$ cat config.mk
export PLATFORM = sky130hd
export DESIGN_NAME = fir_decim_out_flat
export DESIGN_NICKNAME = d
export VERILOG_FILES = /design/src/rtl/fir_decim_out_if.sv /design/src/rtl/fir_decim_out.sv /design/src/flat_wrapper.sv
export SDC_FILE = /design/constraint.sdc
export NUM_CORES = 1
export LEC_CHECK = 0
export BUFFER_PORTS_ARGS = -buffer_cell sky130_fd_sc_hd__buf_2
export CAP_MARGIN = 20
export CELL_PAD_IN_SITES_DETAIL_PLACEMENT = 1
export CELL_PAD_IN_SITES_GLOBAL_PLACEMENT = 1
export CORE_ASPECT_RATIO = 1.25
export CORE_MARGIN = 5
export CORE_UTILIZATION = 42
export DETAILED_ROUTE_END_ITERATION = 16
export HOLD_SLACK_MARGIN = 0.03
export PLACE_DENSITY = 0.76
export SYNTH_ARGS = -nofsm -noshare
export SYNTH_HDL_FRONTEND = slang
export SYNTH_SLANG_ARGS = --single-unit
$ cat constraint.sdc
create_clock -name clk -period 1.9 [get_ports clk]
set_input_delay 0 -clock clk [delete_from_list [all_inputs] [get_ports clk]]
set_output_delay 0 -clock clk [all_outputs]
set_load 0.01 [all_outputs]
$ cat src/rtl/fir_decim_out_if.sv
// Sample stream into the FIR output stage and the valid/ready stream out of it.
// The master modport is the side that drives samples and consumes results.
interface fir_decim_out_if #(
  parameter int unsigned OUT_W = 8
);
  logic signed [15:0]      din;
  logic                    din_valid;
  logic signed [OUT_W-1:0] dout;
  logic                    dout_valid;
  logic                    dout_ready;
  logic                    sat;
  logic                    overflow;

  modport master (
    output din, din_valid, dout_ready,
    input  dout, dout_valid, sat, overflow
  );

  modport slave (
    input  din, din_valid, dout_ready,
    output dout, dout_valid, sat, overflow
  );
endinterface

$ cat src/rtl/fir_decim_out.sv
// FIR output stage: DECIM:1 decimation, rounded arithmetic shift, saturation to OUT_W bits,
// then a small FIFO behind a valid/ready handshake.
module fir_decim_out #(
  parameter int unsigned DECIM      = 4,
  parameter int unsigned SHIFT      = 7,
  parameter int unsigned OUT_W      = 8,
  parameter int unsigned FIFO_DEPTH = 4
) (
  input logic             clk,
  input logic             reset,
  fir_decim_out_if.slave  bus
);
  localparam int unsigned PhW = (DECIM > 1) ? $clog2(DECIM) : 1;
  localparam int unsigned AW  = $clog2(FIFO_DEPTH);
  localparam int unsigned CW  = AW + 1;

  localparam logic signed [16:0] Half = 17'(1 << (SHIFT - 1));
  localparam logic signed [16:0] MaxV = 17'((1 << (OUT_W - 1)) - 1);
  localparam logic signed [16:0] MinV = -MaxV - 17'sd1;

  logic [PhW-1:0]          phase_q;
  logic                    stage_valid_q;
  logic signed [OUT_W-1:0] stage_data_q;
  logic                    sat_q;
  logic                    overflow_q;
  logic signed [OUT_W-1:0] mem_q [FIFO_DEPTH];
  logic [AW-1:0]           wr_ptr_q, rd_ptr_q;
  logic [CW-1:0]           count_q;

  logic                    keep;
  logic signed [16:0]      sum, r;
  logic signed [OUT_W-1:0] sat_val;
  logic                    clip;
  logic                    push, pop, full, wr_en;

  assign keep = bus.din_valid && (phase_q == '0);

  always_comb begin
    sum     = $signed({bus.din[15], bus.din}) + Half;
    r       = sum >>> SHIFT;
    clip    = 1'b0;
    sat_val = r[OUT_W-1:0];
    if (r > MaxV) begin
      sat_val = MaxV[OUT_W-1:0];
      clip    = 1'b1;
    end else if (r < MinV) begin
      sat_val = MinV[OUT_W-1:0];
      clip    = 1'b1;
    end
  end

  // A push into a full FIFO is only accepted when the head leaves in the same cycle.
  assign push  = stage_valid_q;
  assign full  = (count_q == CW'(FIFO_DEPTH));
  assign pop   = (count_q != '0) && bus.dout_ready;
  assign wr_en = push && (!full || pop);

  always_ff @(posedge clk) begin
    if (reset) begin
      phase_q       <= '0;
      stage_valid_q <= 1'b0;
      stage_data_q  <= '0;
      sat_q         <= 1'b0;
      overflow_q    <= 1'b0;
      wr_ptr_q      <= '0;
      rd_ptr_q      <= '0;
      count_q       <= '0;
    end else begin
      if (bus.din_valid) begin
        phase_q <= (phase_q == PhW'(DECIM - 1)) ? '0 : phase_q + PhW'(1);
      end
      stage_valid_q <= keep;
      sat_q         <= keep && clip;
      if (keep) begin
        stage_data_q <= sat_val;
      end
      if (wr_en) begin
        wr_ptr_q <= wr_ptr_q + AW'(1);
      end
      if (pop) begin
        rd_ptr_q <= rd_ptr_q + AW'(1);
      end
      if (wr_en && !pop) begin
        count_q <= count_q + CW'(1);
      end else if (!wr_en && pop) begin
        count_q <= count_q - CW'(1);
      end
      if (push && full && !pop) begin
        overflow_q <= 1'b1;
      end
    end
  end

  always_ff @(posedge clk) begin
    if (wr_en) begin
      mem_q[wr_ptr_q] <= stage_data_q;
    end
  end

  assign bus.dout_valid = (count_q != '0);
  assign bus.dout       = bus.dout_valid ? mem_q[rd_ptr_q] : '0;
  assign bus.sat        = sat_q;
  assign bus.overflow   = overflow_q;
endmodule

$ cat src/flat_wrapper.sv
// flat-port wrapper written by rule: the top's interface ports become plain ports
module fir_decim_out_flat 
#(
  parameter int unsigned DECIM      = 4,
  parameter int unsigned SHIFT      = 7,
  parameter int unsigned OUT_W      = 8,
  parameter int unsigned FIFO_DEPTH = 4
)
  (clk, reset, bus_din, bus_din_valid, bus_dout_ready, bus_dout, bus_dout_valid, bus_sat, bus_overflow);
  fir_decim_out_if #(.OUT_W(OUT_W)) bus_i ();
  input logic clk;
  input logic reset;
  input wire logic [$bits(bus_i.din)-1:0] bus_din;
  input wire logic [$bits(bus_i.din_valid)-1:0] bus_din_valid;
  input wire logic [$bits(bus_i.dout_ready)-1:0] bus_dout_ready;
  output wire logic [$bits(bus_i.dout)-1:0] bus_dout;
  output wire logic [$bits(bus_i.dout_valid)-1:0] bus_dout_valid;
  output wire logic [$bits(bus_i.sat)-1:0] bus_sat;
  output wire logic [$bits(bus_i.overflow)-1:0] bus_overflow;
  assign bus_i.din = bus_din;
  assign bus_i.din_valid = bus_din_valid;
  assign bus_i.dout_ready = bus_dout_ready;
  assign bus_dout = bus_i.dout;
  assign bus_dout_valid = bus_i.dout_valid;
  assign bus_sat = bus_i.sat;
  assign bus_overflow = bus_i.overflow;
  fir_decim_out #(.DECIM(DECIM), .SHIFT(SHIFT), .OUT_W(OUT_W), .FIFO_DEPTH(FIFO_DEPTH)) u_core (.clk(clk), .reset(reset), .bus(bus_i));
endmodule
==> run summary, run 1 <==
- worst slack after detailed placement: -0.184 ns
- fin crit share: 109%
- proportion of layout cells with a drive suffix above 1: 30.4%
- most frequent cells in the layout: sky130_fd_sc_hd__edfxtp_1, sky130_fd_sc_hd__nor2_1, sky130_fd_sc_hd__buf_2
- top-level I/O count: 31
- IO buf count: 24
- flop and latch count out of synthesis: 54
- Root Driver: sky130_fd_sc_hd__clkbuf_8
- post-route setup slack: -0.180 ns
- final setup violating endpoints: 2
- CTS clk-pin slew, worst paths: 0.09 ns
- time the worst path needs with I/O delays and setup: 2.08 ns
- GRT Residual Overflow: 0
- total wire length: 5180 um
- maximum resistive drop on vdd: 0.000540 V
- Max Fanout on Critical Path: 2
- PnR Total Power: 2.93 mW
- maxcap violations: 0
- nature of the critical path endpoint: flip-flop
- nets: 268
- Worst Max-Slew Pin Slew: 0.566 ns
- source of the worst hold timing path: bus_din[13]
- Area Overhead vs Synth: 16.0%
- Crit path arrival time: 2.30 ns
- First-pass DRT Iterations: 4
- Pwr Density: 999 mW/mm^2
- Achievable Freq: 0.481 GHz
- nets in the synthesized netlist: 233
- Warnings, synthesis: 0
- clk_skew: 0.0104 ns
- unrepaired setup endpoints after global routing: yes
- endpoints failing hold: 0
- Die Span X: 79.5 um
- area after detailed placement: 0.00277 mm^2
- post-detailed-route count of antenna-violating nets: 0
- worst slew slack as a fraction of its limit: 62.0%
- overall fraction of global-route tracks in use: 14.4%
- reported leakage power: 1.11 nW
- result of the run: complete, but fails checks
- largest net degree at the start of global routing: 19
- initial detailed-routing violation count: 88
- Syn Area/Cell: 12.4 um^2
- maximum level of the CTS H-tree: 2
- violated checks: negative setup slack
- Floorplan Core Area: 0.00582 mm^2
- Slew Limit Fails: 0
- area of the mapped netlist: 0.00253 mm^2
- number of antenna repair diodes: 0
- wire length of the first global-routing pass: 8690 um
- Critical Path Start: u_core.count_q[0]
- antenna violations before repair: 0
- proportion of register bits with asynchronous set or reset after synthesis: 0%
- post-layout instance area: 0.00294 mm^2
- number of distinct standard cells referenced by the synthesized netlist: 43
- Hold Crit Class: primary input to flip-flop
- routed length per placed instance: 16.9 um
- start-to-end type of the worst setup path: flip-flop to flip-flop
- clock insertion delay at the later pin of the skew report: 0.29 ns
- number of clock sinks: 54
- CP startpoint kind: flip-flop
- DP HPWL: 3910 um
- startpoint of the worst register-to-register path: u_core.count_q[0]
- CTS tree: yes
- Main synth FF type: sky130_fd_sc_hd__edfxtp_1
- total die area: 0.00769 mm^2
- number of buffers created by CTS: 5
- count of flip-flops with a built-in enable after synthesis: 32
- Cells after Synth: 204
- last weighted congestion value of the routability-driven placer: 0.724
- vias post-DR: 1651
- vias in the first global route: 1724
- Required @ worst endpoint: 2.12 ns
- drc violations: 0
- initial core utilization: 43.5%
- sequential element share of the synthesized area: 55.3%
- DIE HEIGHT: 96.8 um
- most common library cell in the layout ignoring fill and taps: sky130_fd_sc_hd__edfxtp_1
- mean number of vias per cell: 5.40
- Row Count: 31
- maximum clock insertion buffer count: 2
## registers in the layout (all words and copies together), names as in the netlist, named ones only
name / flops
u_core.stage_data_q: 8
u_core.rd_ptr_q: 2
u_core.wr_ptr_q: 2
u_core.push: 1
u_core.bus.sat: 1
u_core.phase_q: 2
u_core.bus.overflow: 1
u_core.mem_q: 32
u_core.count_q: 3
## critical path: stages (launching register included)
cell                      delay [ns]
sky130_fd_sc_hd__dfxtp_2        0.34
sky130_fd_sc_hd__or3_4          0.40
sky130_fd_sc_hd__nand2_4        0.10
sky130_fd_sc_hd__ha_4           0.14
sky130_fd_sc_hd__inv_2          0.04
sky130_fd_sc_hd__fa_2           0.32
sky130_fd_sc_hd__xor2_1         0.17
sky130_fd_sc_hd__or3_4          0.34
sky130_fd_sc_hd__a21oi_2        0.16
## worst paths after layout
check	end	slack, ns	cells past startpoint
min	u_core.stage_data_q[6]	0.07	3
min reg2reg	u_core.bus.overflow	0.47	2
max reg2reg	u_core.count_q[2]	-0.18	8
max	u_core.count_q[2]	-0.18	8
## per-layer routing
metal	up-vias	routed length [um]	GRT usage [%]	part of all wire, %
met2	24	2810	27.0	54
met1	803	2170	16.5	42
met5	-	0	0	0
met4	0	69	3.97	1.3
met3	5	127	2.14	2.5
li1	819	-	-	-
## synth_stat cells, types with 4 or more instances
library cell                n  share of area, %
sky130_fd_sc_hd__xor2_1     6               2.1
sky130_fd_sc_hd__edfxtp_1  32                38
sky130_fd_sc_hd__inv_1      7               1.0
sky130_fd_sc_hd__mux4_2     8               7.1
sky130_fd_sc_hd__o21ai_0    4              0.79
sky130_fd_sc_hd__clkbuf_1   6              0.89
sky130_fd_sc_hd__ha_1       8               4.0
sky130_fd_sc_hd__nor2_1    24               3.6
sky130_fd_sc_hd__a21oi_1    9               1.8
sky130_fd_sc_hd__nand3_1    7               1.4
sky130_fd_sc_hd__nand2_1    8               1.2
sky130_fd_sc_hd__dfxtp_1   22                17
sky130_fd_sc_hd__mux2i_1    5               2.0
sky130_fd_sc_hd__and2_1    15               3.7
## cell families (layout without fill, tap and decap cells)
family,Yosys count,in the layout,share of synthesized area (%)
buf+inv,16,52,2.52
xor+xnor,10,10,3.76
fa+ha+maj,10,10,5.14
flops,54,54,55.3
mux,14,14,9.54
simple gates,69,69,14.6
compound gates,31,31,9.09
## area by class of cell
class	count	area, um^2
clock buffers	6	72.6
clock inverters	2	8.76
fillers	621	2880
inverters	7	26.3
multi-input cells	134	1120
flip-flops and latches	54	1410
well taps	66	82.6
repair buffers	37	220
## stage by stage
step | instances | util [%] | hold WS (ns) | TNS, ns
floorplan | 204 | - | 0.152 | -0.0814
global placement | 294 | 47.6 | 0.314 | -0.0910
detailed placement | 294 | 47.6 | 0.331 | -0.360
CTS | 304 | 49.9 | 0.0746 | -0.0817
global route | 306 | 50.5 | 0.109 | -0.327
finish | 306 | 50.5 | 0.0743 | -0.190
## report_power, final
group	internal (mW)	switching, mW	leakage [nW]	total [mW]
combinational	0.491	0.433	0.592	0.924
sequential	1.35	0.0796	0.478	1.43
clock	0.254	0.327	0.0426	0.580
## timing repair
action / CTS / global route
setup endpoints to repair: 2 / 2
resized for setup: 9 / 3
hold buffers: 1 / 0
buffers inserted: 1 / 2
pin swaps: 1 / 3
endpoints found under the hold margin: 1 / 0
Power figures use the tool's default switching activity.
==> inputs of run 2 (changes only) <==
--- a/config.mk
+++ b/config.mk
@@ -12,6 +12,8 @@
 export CORE_ASPECT_RATIO = 1.25
 export CORE_MARGIN = 5
 export CORE_UTILIZATION = 42
+export CTS_BUF_LIST = sky130_fd_sc_hd__clkbuf_16
+export CTS_CLUSTER_SIZE = 14
 export DETAILED_ROUTE_END_ITERATION = 16
 export HOLD_SLACK_MARGIN = 0.03
 export PLACE_DENSITY = 0.76
==> run 2 against run 1 <==
The run still ends with negative setup slack left. Sequential cell count is the same. Combinational power shrank 1%. Maximum frequency grew 0.26%. Total power grew 9.0%. Die area is the same. Global-route usage grew 1.0 points. Setup slack gained 0.0053 ns. Sequential power is essentially flat. Sequential share of layout area shrank 0.62 points. Clock power grew 47%.
==> run summary, run 2 (same netlist as run 1, synthesis figures left out) <==
- nets: 266
- violated checks: negative setup slack
- Floorplan Core Area: 0.00582 mm^2
- Top cell by count, worst path: sky130_fd_sc_hd__or3_4
- Root Driver: sky130_fd_sc_hd__clkbuf_16
- unrepaired setup endpoints after global routing: yes
- DIE HEIGHT: 96.8 um
- internal power: 2.30 mW
- worst path cell trace: or3_4, nand2_4, ha_4, inv_1, fa_2, xor2_1, or3_4, a21oi_2
- top-level I/O count: 31
- last weighted congestion value of the routability-driven placer: 0.724
- clock insertion delay at the later pin of the skew report: 0.29 ns
- number of clock sinks: 54
- post-detailed-route count of antenna-violating nets: 0
- Max Fanout on Critical Path: 2
- total area of multi-input combinational cells: 0.00112 mm^2
- DP HPWL: 3910 um
- maximum resistive drop on vdd: 0.000444 V
- time the worst path needs with I/O delays and setup: 2.07 ns
- number of buffers created by CTS: 5
- IO buf count: 24
- utilization after layout: 51.1%
- registers with the most flip-flops: u_core.mem_q (32), u_core.stage_data_q (8), u_core.count_q (3)
- CP startpoint kind: flip-flop
- mean number of vias per cell: 5.48
- Critical Path Start: u_core.count_q[0]
- quantity of hold-fixing buffers added after cts: 0
- Worst Hold Margin: 0.0328 ns
- final setup violating endpoints: 2
- top cell family by delay on the critical path: simple AND/OR/NAND/NOR gates
- Slew Limit Fails: 0
- area after detailed placement: 0.00277 mm^2
- total die area: 0.00769 mm^2
- biggest cell delay along the critical path: 0.40 ns
- Pwr Density: 1070 mW/mm^2
- final non-filler cell total: 304
- net switching power of the design: 0.892 mW
- sw frac: 27.9%
- vias in the first global route: 1788
- maxcap violations: 0
- worst slack after detailed placement: -0.184 ns
- fin crit share: 109%
- maximum clock insertion buffer count: 2
- endpoints failing hold: 0
- FF/Latch Area: 0.00141 mm^2
- Largest register FFs: 32
- largest net degree at the start of global routing: 19
- master of the slowest instance on the critical path: sky130_fd_sc_hd__or3_4
- result of the run: complete, but fails checks
- start-to-end type of the worst setup path: flip-flop to flip-flop
- clk_skew: 0.00889 ns
- post-route setup slack: -0.175 ns
- Area Overhead vs Synth: 17.5%
- wire length of the first global-routing pass: 9090 um
- Row Count: 31
- most common library cell in the layout ignoring fill and taps: sky130_fd_sc_hd__edfxtp_1
- most frequent cells in the layout: sky130_fd_sc_hd__edfxtp_1, sky130_fd_sc_hd__nor2_1, sky130_fd_sc_hd__buf_2
- Achievable Freq: 0.482 GHz
- proportion of layout cells with a drive suffix above 1: 29.8%
- reported leakage power: 1.13 nW
- Required @ worst endpoint: 2.11 ns
- Biggest register: u_core.mem_q
- First-pass DRT Iterations: 4
- count of filler cells inserted in the layout: 621
- source of the worst hold timing path: bus_din_valid
- placed cell count: 294
- vias post-DR: 1666
- Worst Max-Slew Pin Slew: 0.566 ns
- post-layout instance area: 0.00298 mm^2
- routed length per placed instance: 17.9 um
- overall fraction of global-route tracks in use: 15.5%
- CTS clk-pin slew, worst paths: 0.07 ns
- nature of the critical path endpoint: flip-flop
- antenna violations before repair: 0
- number of antenna repair diodes: 0
- WP buf/inv: 1
- startpoint of the worst register-to-register path: u_core.count_q[0]
- drc violations: 0
- fraction of power consumed by sequential logic: 44.8%
- initial detailed-routing violation count: 70
- CTS tree: yes
- portion of total power attributed to combinational logic: 28.6%
- Die Span X: 79.5 um
- total wire length: 5440 um
- worst slew slack as a fraction of its limit: 62.0%
- clock network fraction of total power: 26.6%
- Hold Crit Class: primary input to flip-flop
- Crit path arrival time: 2.29 ns
- initial core utilization: 43.5%
- maximum level of the CTS H-tree: 2
- GRT Residual Overflow: 0
- Reg2Reg Setup Slack: -0.17 ns
## run 2: cell types whose count changed in the layout (fill, tap and decap cells not counted)
cell / change
sky130_fd_sc_hd__clkbuf_16: +5
sky130_fd_sc_hd__clkbuf_8: -5
sky130_fd_sc_hd__inv_1: +2
sky130_fd_sc_hd__buf_4: -1
sky130_fd_sc_hd__clkbuf_1: -1
sky130_fd_sc_hd__dlygate4sd3_1: -1
sky130_fd_sc_hd__inv_2: -1
## run 2: through the flow
step	setup TNS (ns)	power (mW)
floorplan	-0.0814	1.98
detailed placement	-0.360	2.28
global placement	-0.0910	2.24
CTS	-0.0944	3.17
finish	-0.181	3.20
global route	-0.352	3.38
## run 2: path summary, 6_finish.rpt
kind                                             to  depth (start not counted)
worst max-delay path              u_core.count_q[2]                          8
worst min-delay path              u_core.phase_q[0]                          3
worst max register to register    u_core.count_q[2]                          8
worst min register to register  u_core.bus.overflow                          2
## run 2: cell type report
cell class,instances,area share (%)
clock buffer,5,4.21
clock inverter,3,0.421
inverter,7,0.883
multi-input combinational,134,37.7
sequential,54,47.2
tap,66,2.78
timing repair buffer,35,6.81
## run 2: power groups by stage
stage	Combinational, mW	Sequential (mW)	Clock (mW)
after global placement	0.800	1.44	0
after CTS	0.884	1.43	0.862
after detailed placement	0.828	1.45	0
final	0.914	1.43	0.850
after floorplan	0.555	1.42	0
after global routing	1.01	1.45	0.923
## run 2: what timing repair did
item,CTS,global route
gates cloned,0,0
pin swaps,1,4
resized for setup,6,5
endpoints found under the setup margin,2,2
setup buffers,1,1
hold endpoints to repair,0,0
## run 2: worst reg2reg max path: stages (launching register included)
cell,delay (ns)
sky130_fd_sc_hd__dfxtp_2,0.33
sky130_fd_sc_hd__or3_4,0.40
sky130_fd_sc_hd__nand2_4,0.09
sky130_fd_sc_hd__ha_4,0.13
sky130_fd_sc_hd__inv_1,0.05
sky130_fd_sc_hd__fa_2,0.34
sky130_fd_sc_hd__xor2_1,0.15
sky130_fd_sc_hd__or3_4,0.34
sky130_fd_sc_hd__a21oi_2,0.17
## run 2: routing by layer
layer	GRT usage [%]	up-vias	part of all wire, %
met5	0	-	0
met4	6.35	0	1.9
met3	2.70	7	2.2
met2	28.2	23	54
met1	17.2	819	41
li1	-	817	-
==> inputs of run 3 (changes only) <==
--- a/config.mk
+++ b/config.mk
@@ -5,13 +5,14 @@
 export SDC_FILE = /design/constraint.sdc
 export NUM_CORES = 1
 export LEC_CHECK = 0
+export ABC_AREA = 1
 export BUFFER_PORTS_ARGS = -buffer_cell sky130_fd_sc_hd__buf_2
 export CAP_MARGIN = 20
 export CELL_PAD_IN_SITES_DETAIL_PLACEMENT = 1
 export CELL_PAD_IN_SITES_GLOBAL_PLACEMENT = 1
 export CORE_ASPECT_RATIO = 1.25
 export CORE_MARGIN = 5
-export CORE_UTILIZATION = 42
+export CORE_UTILIZATION = 40
 export CTS_BUF_LIST = sky130_fd_sc_hd__clkbuf_16
 export CTS_CLUSTER_SIZE = 14
 export DETAILED_ROUTE_END_ITERATION = 16
==> run 3 against run 2 <==
The run now ends clean. Total power rose by 6.5%. Final area fell by 2.5%. Critical path depth up 2. Die area increased by 0.71%. Routed wire length shrank 9.9%. Count of clock-buffer cells in the layout up 1. Critical path type unchanged.
==> run summary, run 3 <==
- total die area: 0.00775 mm^2
- maximum resistive drop on vdd: 0.000616 V
- routed length per placed instance: 13.2 um
- clock insertion delay at the later pin of the skew report: 0.29 ns
- top-level I/O count: 31
- number of antenna repair diodes: 0
- post-layout instance area: 0.00290 mm^2
- final non-filler cell total: 372
- reg-to-reg endpoint: u_core.count_q[1]
- sequential element share of the synthesized area: 57.6%
- drc violations: 0
- Syn Area/Cell: 9.69 um^2
- fin crit share: 92.9%
- reported leakage power: 1.19 nW
- Die Span X: 79.7 um
- nets in the synthesized netlist: 280
- First-pass DRT Iterations: 4
- area after detailed placement: 0.00272 mm^2
- antenna violations before repair: 0
- Worst Hold Margin: 0.0468 ns
- result of the run: completed
- mean number of vias per cell: 4.76
- nets: 318
- IO buf count: 24
- proportion of register bits with asynchronous set or reset after synthesis: 0%
- final setup violating endpoints: 0
- maxcap violations: 0
- registers with the most flip-flops: u_core.mem_q (32), u_core.stage_data_q (8), u_core.count_q (3)
- startpoint of the worst register-to-register path: u_core.count_q[1]
- Main synth FF type: sky130_fd_sc_hd__edfxtp_1
- initial detailed-routing violation count: 76
- GRT Residual Overflow: 0
- clk_skew: 0.00355 ns
- overall fraction of global-route tracks in use: 13.5%
- maximum level of the CTS H-tree: 2
- post-detailed-route count of antenna-violating nets: 0
- Root Driver: sky130_fd_sc_hd__clkbuf_16
- Row Count: 31
- initial core utilization: 41.5%
- largest net degree at the start of global routing: 18
- top post-synthesis cells by count: sky130_fd_sc_hd__nor2_1, sky130_fd_sc_hd__edfxtp_1, sky130_fd_sc_hd__o21ai_0, sky130_fd_sc_hd__inv_1, sky130_fd_sc_hd__a21oi_1
- Warnings, synthesis: 0
- Reg2Reg Setup Slack: 0.14 ns
- end point of the worst hold path: u_core.phase_q[1]
- vias post-DR: 1769
- cell with the most instances after synthesis: sky130_fd_sc_hd__nor2_1
- CP startpoint kind: flip-flop
- Cells after Synth: 251
- Pwr Density: 1170 mW/mm^2
- number of distinct standard cells referenced by the synthesized netlist: 26
- Area Overhead vs Synth: 19.4%
- hold depth: 3
- Largest register FFs: 32
- DIE HEIGHT: 97.2 um
- CTS clk-pin slew, worst paths: 0.07 ns
- nature of the critical path endpoint: flip-flop
- proportion of layout cells with a drive suffix above 1: 22.1%
- time the worst path needs with I/O delays and setup: 1.76 ns
- unrepaired setup endpoints after global routing: no
- Floorplan Core Area: 0.00586 mm^2
- worst slew slack as a fraction of its limit: 75.5%
- DP HPWL: 3760 um
- maximum clock insertion buffer count: 2
- last weighted congestion value of the routability-driven placer: 0.714
- flop and latch count out of synthesis: 54
- number of clock sinks: 54
- Biggest register: u_core.mem_q
- most common library cell in the layout ignoring fill and taps: sky130_fd_sc_hd__nor2_1
- number of buffers created by CTS: 5
- largest area contributor in the synthesized netlist: sky130_fd_sc_hd__edfxtp_1
- wire length of the first global-routing pass: 8080 um
- area of the mapped netlist: 0.00243 mm^2
- most frequent cells in the layout: sky130_fd_sc_hd__nor2_1, sky130_fd_sc_hd__edfxtp_1, sky130_fd_sc_hd__o21ai_0
- start-to-end type of the worst setup path: flip-flop to flip-flop
- R2R cell count: 10
- vias in the first global route: 1760
- Required @ worst endpoint: 2.07 ns
- endpoints failing hold: 0
- count of filler cells inserted in the layout: 675
- share of the synthesized area in the top cell type: 39.5%
- Hold Crit Class: primary input to flip-flop
- utilization after layout: 49.5%
- count of flip-flops with a built-in enable after synthesis: 32
- Max Fanout on Critical Path: 5
- source of the worst hold timing path: bus_din_valid
- Critical Path Start: u_core.count_q[1]
- Total Negative Setup Slacks: 0 ns
- Slew Limit Fails: 0
- placed cell count: 363
- total wire length: 4900 um
- Worst Max-Slew Pin Slew: 0.367 ns
- Crit path arrival time: 1.93 ns
- Achievable Freq: 0.567 GHz
- leading post-synthesis cells by cell area: sky130_fd_sc_hd__edfxtp_1, sky130_fd_sc_hd__dfxtp_1, sky130_fd_sc_hd__nor2_1
- CTS tree: yes
==> run 3: cell count changes in the layout (fill, tap and decap cells not counted), moves of 5 or more <==
cell | before | now
sky130_fd_sc_hd__mux4_2 | 8 | 0
sky130_fd_sc_hd__mux2i_1 | 5 | 0
sky130_fd_sc_hd__o21ai_0 | 4 | 29
sky130_fd_sc_hd__nor2_1 | 24 | 43
sky130_fd_sc_hd__and2_1 | 15 | 1
sky130_fd_sc_hd__inv_1 | 8 | 26
sky130_fd_sc_hd__nand3_1 | 7 | 1
sky130_fd_sc_hd__a21oi_1 | 8 | 26
sky130_fd_sc_hd__nand2_1 | 7 | 24
==> run 3: how the worst max path moves through the flow <==
stage	endpoint	slack, ns	cells after the start
5_1_grt	u_core.count_q[1]	0.01	10
6_report	u_core.count_q[1]	0.14	10
2_1_floorplan	u_core.count_q[1]	0.05	10
3_5_place_dp	u_core.count_q[2]	0.03	13
4_1_cts	u_core.count_q[1]	0.06	10
3_3_place_gp	u_core.count_q[2]	0.07	13
==> run 3: final cells by class <==
class                      count  area (um^2)  share of cell area [%]
sequential                    54         1400                    48.3
timing repair buffer          36          213                    7.33
clock buffer                   6          150                    5.17
inverter                      31          118                    4.05
clock inverter                 2         13.8                   0.474
multi-input combinational    161          902                    31.1
tap                           82          103                    3.54
==> run 3: critical path, stage by stage, from the launching register on <==
cell and delay, ns:
sky130_fd_sc_hd__dfxtp_2 0.38, sky130_fd_sc_hd__nor2_4 0.06, sky130_fd_sc_hd__nand2_1 0.08, sky130_fd_sc_hd__clkinv_2 0.08, sky130_fd_sc_hd__nor2_4 0.12, sky130_fd_sc_hd__inv_1 0.06, sky130_fd_sc_hd__ha_1 0.19, sky130_fd_sc_hd__inv_2 0.08
sky130_fd_sc_hd__fa_2 0.43, sky130_fd_sc_hd__o21ai_1 0.13, sky130_fd_sc_hd__a21oi_1 0.05
==> run 3: metal layers <==
metal	vias to the layer above	wire [um]	track usage, %	part of all wire (%)
li1	905	-	-	-
met1	834	2060	14.4	42
met2	25	2620	24.8	54
met3	5	129	2.60	2.6
met4	0	90	5.98	1.8
met5	-	0	0	0
==> run 3: where the power goes <==
| group | switching (mW) | internal, mW |
|---|---|---|
| Clock | 0.393 | 0.571 |
| Sequential | 0.0831 | 1.36 |
| Combinational | 0.622 | 0.379 |
| Total | 1.10 | 2.31 |
==> run 3: what timing repair did <==
action,in CTS,in global routing
endpoints found under the setup margin,1,2
buffers inserted,0,0
pin swaps,0,1
hold buffers,1,0
hold endpoints to repair,4,0
gates resized for setup,1,6
==> run 3: kinds of logic (layout without fill, tap and decap cells) <==
| logic type | after synthesis | after routing | share of synthesized area (%) |
|---|---|---|---|
| flip-flops | 54 | 54 | 57.6 |
| AO/OA/AOI/OAI | 59 | 59 | 12.7 |
| adder cells (fa/ha/maj) | 9 | 9 | 4.94 |
| AND/OR/NAND/NOR | 86 | 86 | 16.5 |
| buffers and inverters | 36 | 75 | 5.66 |
| XOR/XNOR | 7 | 7 | 2.52 |
==> run 3: stage by stage <==
step | power, mW | worst slack (ns)
global route | 3.60 | 0.0118
CTS | 3.42 | 0.0553
finish | 3.40 | 0.135
floorplan | 2.05 | 0.0482
detailed placement | 2.44 | 0.0317
global placement | 2.40 | 0.0727
